--- src/rtl/rf_dump.sv ---
// Register-file readback sequencer: fetches a wrapping address range two registers at a time
// and streams the words over valid/ready. Optional trailing XOR word via RF_DUMP_CHECKSUM_EN.
module rf_dump #(
  parameter int NREGS = 32,
  parameter int AW    = 5,
  parameter int DW    = 32
) (
  input  logic          clk,
  input  logic          reset_n,
  input  logic          start,
  input  logic [AW-1:0] first_addr,
  input  logic [AW-1:0] last_addr,
  output logic          busy,
  output logic          done,
  output logic [AW-1:0] ra1,
  output logic [AW-1:0] ra2,
  input  logic [DW-1:0] rd1,
  input  logic [DW-1:0] rd2,
  output logic          out_valid,
  input  logic          out_ready,
  output logic [AW-1:0] out_addr,
  output logic [DW-1:0] out_data,
  output logic          out_last
);

  typedef enum logic [1:0] {IDLE, FETCH, DONE} state_t;

  state_t        state, stateNext;
  logic [AW:0]   remain;
  logic [AW:0]   take;
  logic [AW-1:0] span;
  logic [AW-1:0] s0Addr, s1Addr;
  logic [DW-1:0] s0Data, s1Data;
  logic          s0Valid, s1Valid;
  logic          handshake, fetch, regLast, lastWord;

`ifdef RF_DUMP_CHECKSUM_EN
  logic [DW-1:0] csum;
  logic          csumPhase;
`endif

  always_comb begin
    span      = (last_addr - first_addr) & AW'(NREGS - 1);
    handshake = s0Valid & out_ready;
    take      = (remain >= (AW+1)'(2)) ? (AW+1)'(2) : remain;
    // Refill when empty, or when the single held word leaves this cycle.
    fetch     = (state == FETCH) && (remain != '0) && (!s0Valid || (!s1Valid && handshake));
`ifdef RF_DUMP_CHECKSUM_EN
    regLast   = s0Valid & ~s1Valid & (remain == '0) & ~csumPhase;
    lastWord  = s0Valid & csumPhase;
`else
    regLast   = s0Valid & ~s1Valid & (remain == '0);
    lastWord  = regLast;
`endif
    stateNext = state;
    case (state)
      IDLE:    if (start) stateNext = FETCH;
      FETCH:   if (handshake && lastWord) stateNext = DONE;
      DONE:    stateNext = IDLE;
      default: stateNext = IDLE;
    endcase
  end

  assign busy      = (state != IDLE);
  assign done      = (state == DONE);
  assign out_valid = s0Valid;
  assign out_addr  = s0Addr;
  assign out_data  = s0Data;
  assign out_last  = lastWord;

  always_ff @(posedge clk or negedge reset_n) begin
    if (!reset_n) begin
      state     <= IDLE;
      ra1       <= '0;
      ra2       <= '0;
      remain    <= '0;
      s0Addr    <= '0;
      s0Data    <= '0;
      s0Valid   <= 1'b0;
      s1Addr    <= '0;
      s1Data    <= '0;
      s1Valid   <= 1'b0;
`ifdef RF_DUMP_CHECKSUM_EN
      csum      <= '0;
      csumPhase <= 1'b0;
`endif
    end else begin
      state <= stateNext;
      if (state == IDLE && start) begin
        ra1    <= first_addr;
        ra2    <= first_addr + AW'(1);
        remain <= {1'b0, span} + (AW+1)'(1);
`ifdef RF_DUMP_CHECKSUM_EN
        csum      <= '0;
        csumPhase <= 1'b0;
`endif
      end
      if (fetch) begin
        s0Addr  <= ra1;
        s0Data  <= rd1;
        s0Valid <= 1'b1;
        s1Addr  <= ra2;
        s1Data  <= rd2;
        s1Valid <= (remain >= (AW+1)'(2));
        ra1     <= ra1 + AW'(2);
        ra2     <= ra2 + AW'(2);
        remain  <= remain - take;
      end else if (handshake) begin
        s0Addr  <= s1Addr;
        s0Data  <= s1Data;
        s0Valid <= s1Valid;
        s1Valid <= 1'b0;
      end
`ifdef RF_DUMP_CHECKSUM_EN
      if (handshake && !csumPhase) csum <= csum ^ s0Data;
      // The checksum word replaces the final register word in slot0 as it leaves.
      if (handshake && regLast) begin
        s0Addr    <= '0;
        s0Data    <= csum ^ s0Data;
        s0Valid   <= 1'b1;
        csumPhase <= 1'b1;
      end
`endif
    end
  end

endmodule

--- config.mk ---
export PLATFORM = sky130hd
export DESIGN_NAME = rf_dump
export DESIGN_NICKNAME = d
export VERILOG_FILES = /design/src/rtl/rf_dump.sv
export SDC_FILE = /design/constraint.sdc
export NUM_CORES = 1
export LEC_CHECK = 0
export BUFFER_PORTS_ARGS = -buffer_cell sky130_fd_sc_hd__buf_2
export CORE_UTILIZATION = 47
export CTS_CLUSTER_DIAMETER = 60
export DETAILED_ROUTE_END_ITERATION = 12
export PLACE_DENSITY = 0.8
export RECOVER_POWER = 50
export SLEW_MARGIN = 20
export SYNTH_ARGS = -nofsm -noshare
export SYNTH_HDL_FRONTEND = slang
export SYNTH_SLANG_ARGS = --single-unit
--- constraint.sdc ---
create_clock -name clk -period 2.2 [get_ports clk]
set_input_delay 0.33 -clock clk [delete_from_list [all_inputs] [get_ports clk]]
set_output_delay 0.33 -clock clk [all_outputs]
set_load 0.02 [all_outputs]
# Yosys cells after proc, flatten, opt, wreduce, memory -nomap -nowiden
# Cells that the tools add are included.
[op_classes] n_lt_le_gt_ge=1 div=0 mux=18 n_reduce_logical=15 n_mul=0 bitwise_logic=4 shifts=0 n_addsub=6 n_eq_ne=4
[ops] cell="$mux 32" count=2
[ops] cell="$mux 5" count=6
[ops] cell="$mux 6" count=3
[ops] cell="$add 5x2->5 const B" count=2
[ops] cell="$add 5x1->6 const B" count=1
[ops] cell="$ge 6x2->1 const B" count=1
[ops] cell="$logic_not 6->1" count=1
[ops] cell="$reduce_bool 2->1" count=3
[ops] cell="$reduce_bool 6->1" count=1
[ops] cell="$sub 6x6->6" count=1
[ops] cell="$add 5x1->5 const B" count=1
[ops] cell="$logic_and 1x1->1" count=5
[ops] cell="$sub 5x5->5" count=1
[ops] cell="$mux 1" count=4
[ops] cell="$mux 2" count=2
[ops] cell="$pmux 2 s2" count=1
[ops] cell="$and 1x1->1" count=3
[ops] cell="$eq 2x1->1 const B" count=1
[ops] cell="$eq 2x2->1 const B" count=1
[ops] cell="$logic_not 1->1" count=2
[ops] cell="$logic_not 2->1" count=1
[ops] cell="$ne 2x1->1 const B" count=1
[ops] cell="$ne 2x2->1 const B" count=1
[ops] cell="$reduce_and 2->1" count=1
[ops] cell="other kinds (2)" count=2
[totals] rom_bits=0 latch_bits=0 mem_bits_rw=0 n_memories=0 elab_cells=58 in_bits=78 register_bits=94

# Logic depth before layout (Yosys ltp)
[logic_depth] word_depth=6 depth_mapped=9 ltp_nobuf=9

# Worst setup path after synthesis
# OpenSTA, ideal clock, no wires.
[synth_timing] path_kind="flip-flop to output port" startpoint="register remain[3]" endpoint="output port out_last" n_path_buf=1 setup_slack_ps=-54 t_arrival_ps=1924 path_stages_with_launch=5 cell_sequence="dfrtp_1 > or4_4 > or3_1 > buf_2 > nor3b_1"
[synth_via] elab_chain_len=2
[synth_rtl] element="from (decl)" line_no="29" rtl="logic [AW:0] remain;"
[synth_rtl] element="from (signal assigned)" line_no="92" rtl="remain <= {1'b0, span} + (AW+1)'(1);"
[synth_rtl] element="from (signal assigned)" line_no="107" rtl="remain <= remain - take;"
[synth_rtl] element="$logic_not 6->1" line_no="52" rtl="regLast = s0Valid & ~s1Valid & (remain == '0);"
[synth_rtl] element="$and 1x1->1" line_no="52"
[synth_rtl] element="to (decl)" line_no="23" rtl="output logic out_last"
# Every way passes these cells.

# Worst setup path after layout
# Ends and elaborated chain as after synthesis.

==> results.yml <==
outcome:
  status: "finished with violations"
  violations: "DRC, setup timing"
place:
  dp_cells: 684
  gp_congestion: 0.843
  postPlaceCellArea_sq_um: 5170
  port_buffers: 128
  hpwlAfterDp_microns: 7170
timing:
  setup_viol: 1
  finalHoldViolations: 0
  min_period_over_period_pct: 109
  final.min_clock_period_ps: 2400
  max_clock_freq_ghz: 0.416
  worstMarginPinSlew_ps: 875
  layout_setup_ws_ps: -203
  final.setup_skew_ps: 8.87
  rsz0062_at_grt: "true"
  relSlewSlack_pct: 41.6
  drv_slew: 0
drt:
  first_iter_violations: 160
  routed_wirelength_microns: 9720
  ant_nets: 0
  drc: 7
  vias: 3618
  dr.pass1.iters: 9
  vias_per_cell: 5.18
  drt-wirelength-per-cell_microns: 13.9
clocking:
  cts.clk_slew.worst_paths_ps: 90
  insertion_delay_ps: 340
  h-tree-depth: 3
  cts_tree: "yes"
  numClockSinks: 94
  clockBufferDepth: 2
  clockRootBuffer: "clkbuf_8"
  cts_buffers: 9
worst_setup_path:
  required_ps: 1870
  cp.arrival_ps: 2070
  critPathSlowestCell: "or4_4"
  startpoint: "remain[3]"
  crit_path_end: "out_last"
  r2r_end: "ra2[3]"
  r2r_slack_ps: 80
  crit_chain: "or4_4 -> or3_4 -> buf_6 -> nor3b_2 -> buf_4"
  cp_slowest_stage_delay_ps: 540
  worstSetupPathType: "flop to output pin"
  rr_worst_depth: 5
  crit_path_end_kind: "output pin"
  worst_setup_path_start_kind: "flop"
  cp_max_fo: 4
  reg2reg_from: "remain[3]"
die:
  initial_core_util_pct: 49.2
  die_y_microns: 98.2
  die_w_microns: 98.2
  core_area_sq_um: 8850
  num_io_pins: 129
  num_rows: 34
  die-area_sq_um: 9640
yosys:
  synthFlopType: "dfrtp_1"
  synthDistinctLibCells: 41
  syn_inst: 456
  synth_seq_cells: 94
  syn_nets: 544
  synth_edf_count: 0
  synth_warnings: 0
  synthArstFlopShare_pct: 100
  syn_area_sq_um: 4350
  synth_seq_area_share_pct: 54.1
  avgSynthCellArea_sq_um: 9.54
global_routing:
  grt_pass1_vias: 3546
  grt_pass1_wl_microns: 16300
  grtUsageTotal_pct: 21.1
  grt_overflow: 0
  grt_max_degree: 81
  antenna_found_initial: 0
layout:
  stdcell_area_sq_um: 5350
  nets: 676
  syn2layout_area_growth_pct: 23.0
  final_cells: 699
  post_route_cells_drive_above_1_share_pct: 23.7
  antenna_cells: 0
pwr:
  power.density_nw_per_um2: 1510
  total_leakage_power_uw: 0.00283
  ir_drop_uv: 770
job:
  drv_cap: 0
worst_hold_path:
  min_path_type: "primary input to flop"
[cell families (layout without fill, tap and decap cells)]
family	Yosys count	after routing	share of synthesized area (%)
other	1	1	0.0862
XOR/XNOR	10	10	2.01
flip-flops	94	94	54.1
buffers and inverters	33	168	3.48
AO/OA/AOI/OAI	72	72	9.90
adder cells (fa/ha/maj)	10	10	3.05
AND/OR/NAND/NOR	199	199	18.9
multiplexers	37	37	8.52
[power breakdown]
part | internal (uW) | total, uW | switching, uW
sequential | 2580 | 3120 | 545
combinational | 1430 | 3750 | 2320
clock | 629 | 1180 | 550
[cell usage after synthesis, types with 2 or more instances]
cell / count / area, sq um
buf_2: 10 / 50.1
xnor2_1: 6 / 52.6
ha_1: 9 / 113
nor2b_1: 2 / 12.5
xor2_1: 4 / 35.0
nor3_1: 4 / 20.0
inv_1: 9 / 33.8
a21oi_1: 5 / 25.0
nor2_1: 8 / 30.0
a21o_1: 5 / 37.5
buf_6: 2 / 22.5
or4_1: 2 / 15.0
dfrtp_1: 94 / 2350
nand3_1: 7 / 35.0
mux2i_1: 37 / 370
o21ai_0: 47 / 235
nand2b_1: 3 / 18.8
o221a_2: 2 / 22.5
nand2_1: 163 / 612
nand3b_1: 2 / 15.0
clkbuf_1: 12 / 45.0
a221o_1: 3 / 30.0
a22oi_1: 2 / 15.0
[worst min-delay path by stage]
stage             from           to  cells after the start
4_1_cts        rd2[14]   s1Data[14]                      3
3_5_place_dp   reset_n  out_data[6]                      1
2_1_floorplan  reset_n  out_addr[0]                      0
5_1_grt        rd2[12]   s1Data[12]                      3
3_3_place_gp   reset_n  out_data[7]                      1
6_report       rd2[14]   s1Data[14]                      3
[critical path, delay by kind of cell, from the launching register on]
family	cells	cell delay (ps)
DFF	1	380
and+or+nand+nor	3	1050
buffers and inverters	2	300
[flip-flops by register name, summed over array words and instances, names as in the netlist]
| signal | cells |
|---|---|
| state | 2 |
| out_valid | 1 |
| s1Valid | 1 |
| ra1 | 5 |
| s1Data | 32 |
| out_data | 32 |
| out_addr | 5 |
| s1Addr | 5 |
| remain | 6 |
| ra2 | 5 |
[final cells by class]
class | count | area (sq um)
multi-input combinational | 329 | 1860
sequential | 94 | 2350
clock inverter | 4 | 73.8
tap | 108 | 135
clock buffer | 10 | 128
fill | 775 | 3500
timing repair buffer | 145 | 767
inverter | 9 | 33.8
[routing by layer]
metal / up-vias / track usage (%) / wire length, microns
li1: 1780 / - / -
met1: 1730 / 26.1 / 4090
met2: 94 / 37.3 / 5010
met3: 14 / 4.15 / 466
met4: 0 / 6.77 / 147
met5: - / 0 / 0
[cells in the final DEF, fill, tap and decap left out, types with 2 or more instances in the layout]
cell       instances
or4_1              2
buf_2            102
buf_4             10
clkbuf_8           9
buf_6              2
o21ai_0           47
o221a_2            2
nand3_1            7
a21oi_1            5
xor2_1             4
nor2b_1            2
nand2b_1           3
clkbuf_2           3
a221o_1            3
nand3b_1           2
ha_1               9
xnor2_1            6
inv_1              9
mux2i_1           37
a22oi_1            2
dfrtp_1           94
bufinv_16          2
nor3_1             4
buf_12             2
a21o_1             5
clkbuf_1          26
nand2_1          162
nor2_1             8
[per-stage QoR]
| step | power [uW] | TNS, ps | hold slack [ps] | setup WS, ps | utilization (%) |
|---|---|---|---|---|---|
| 6_report | 8050 | -203 | 175 | -203 | 60.4 |
| 5_1_grt | 8710 | -321 | 161 | -299 | 60.4 |
| 4_1_cts | 8190 | -220 | 152 | -220 | 61.0 |
| 3_5_place_dp | 6980 | 0 | 324 | 27.6 | 58.5 |
| 3_3_place_gp | 6800 | 0 | 317 | 102 | 58.5 |
| 2_1_floorplan | 5750 | -6.39 | 34.4 | -6.39 | - |
[what timing repair did]
action	in CTS	in global routing
buffers inserted	0	0
resized for setup	3	1
endpoints found under the hold margin	34	0
hold buffers	1	0
endpoints found under the setup margin	1	2
Note: power is estimated with default switching activity, not from simulation.
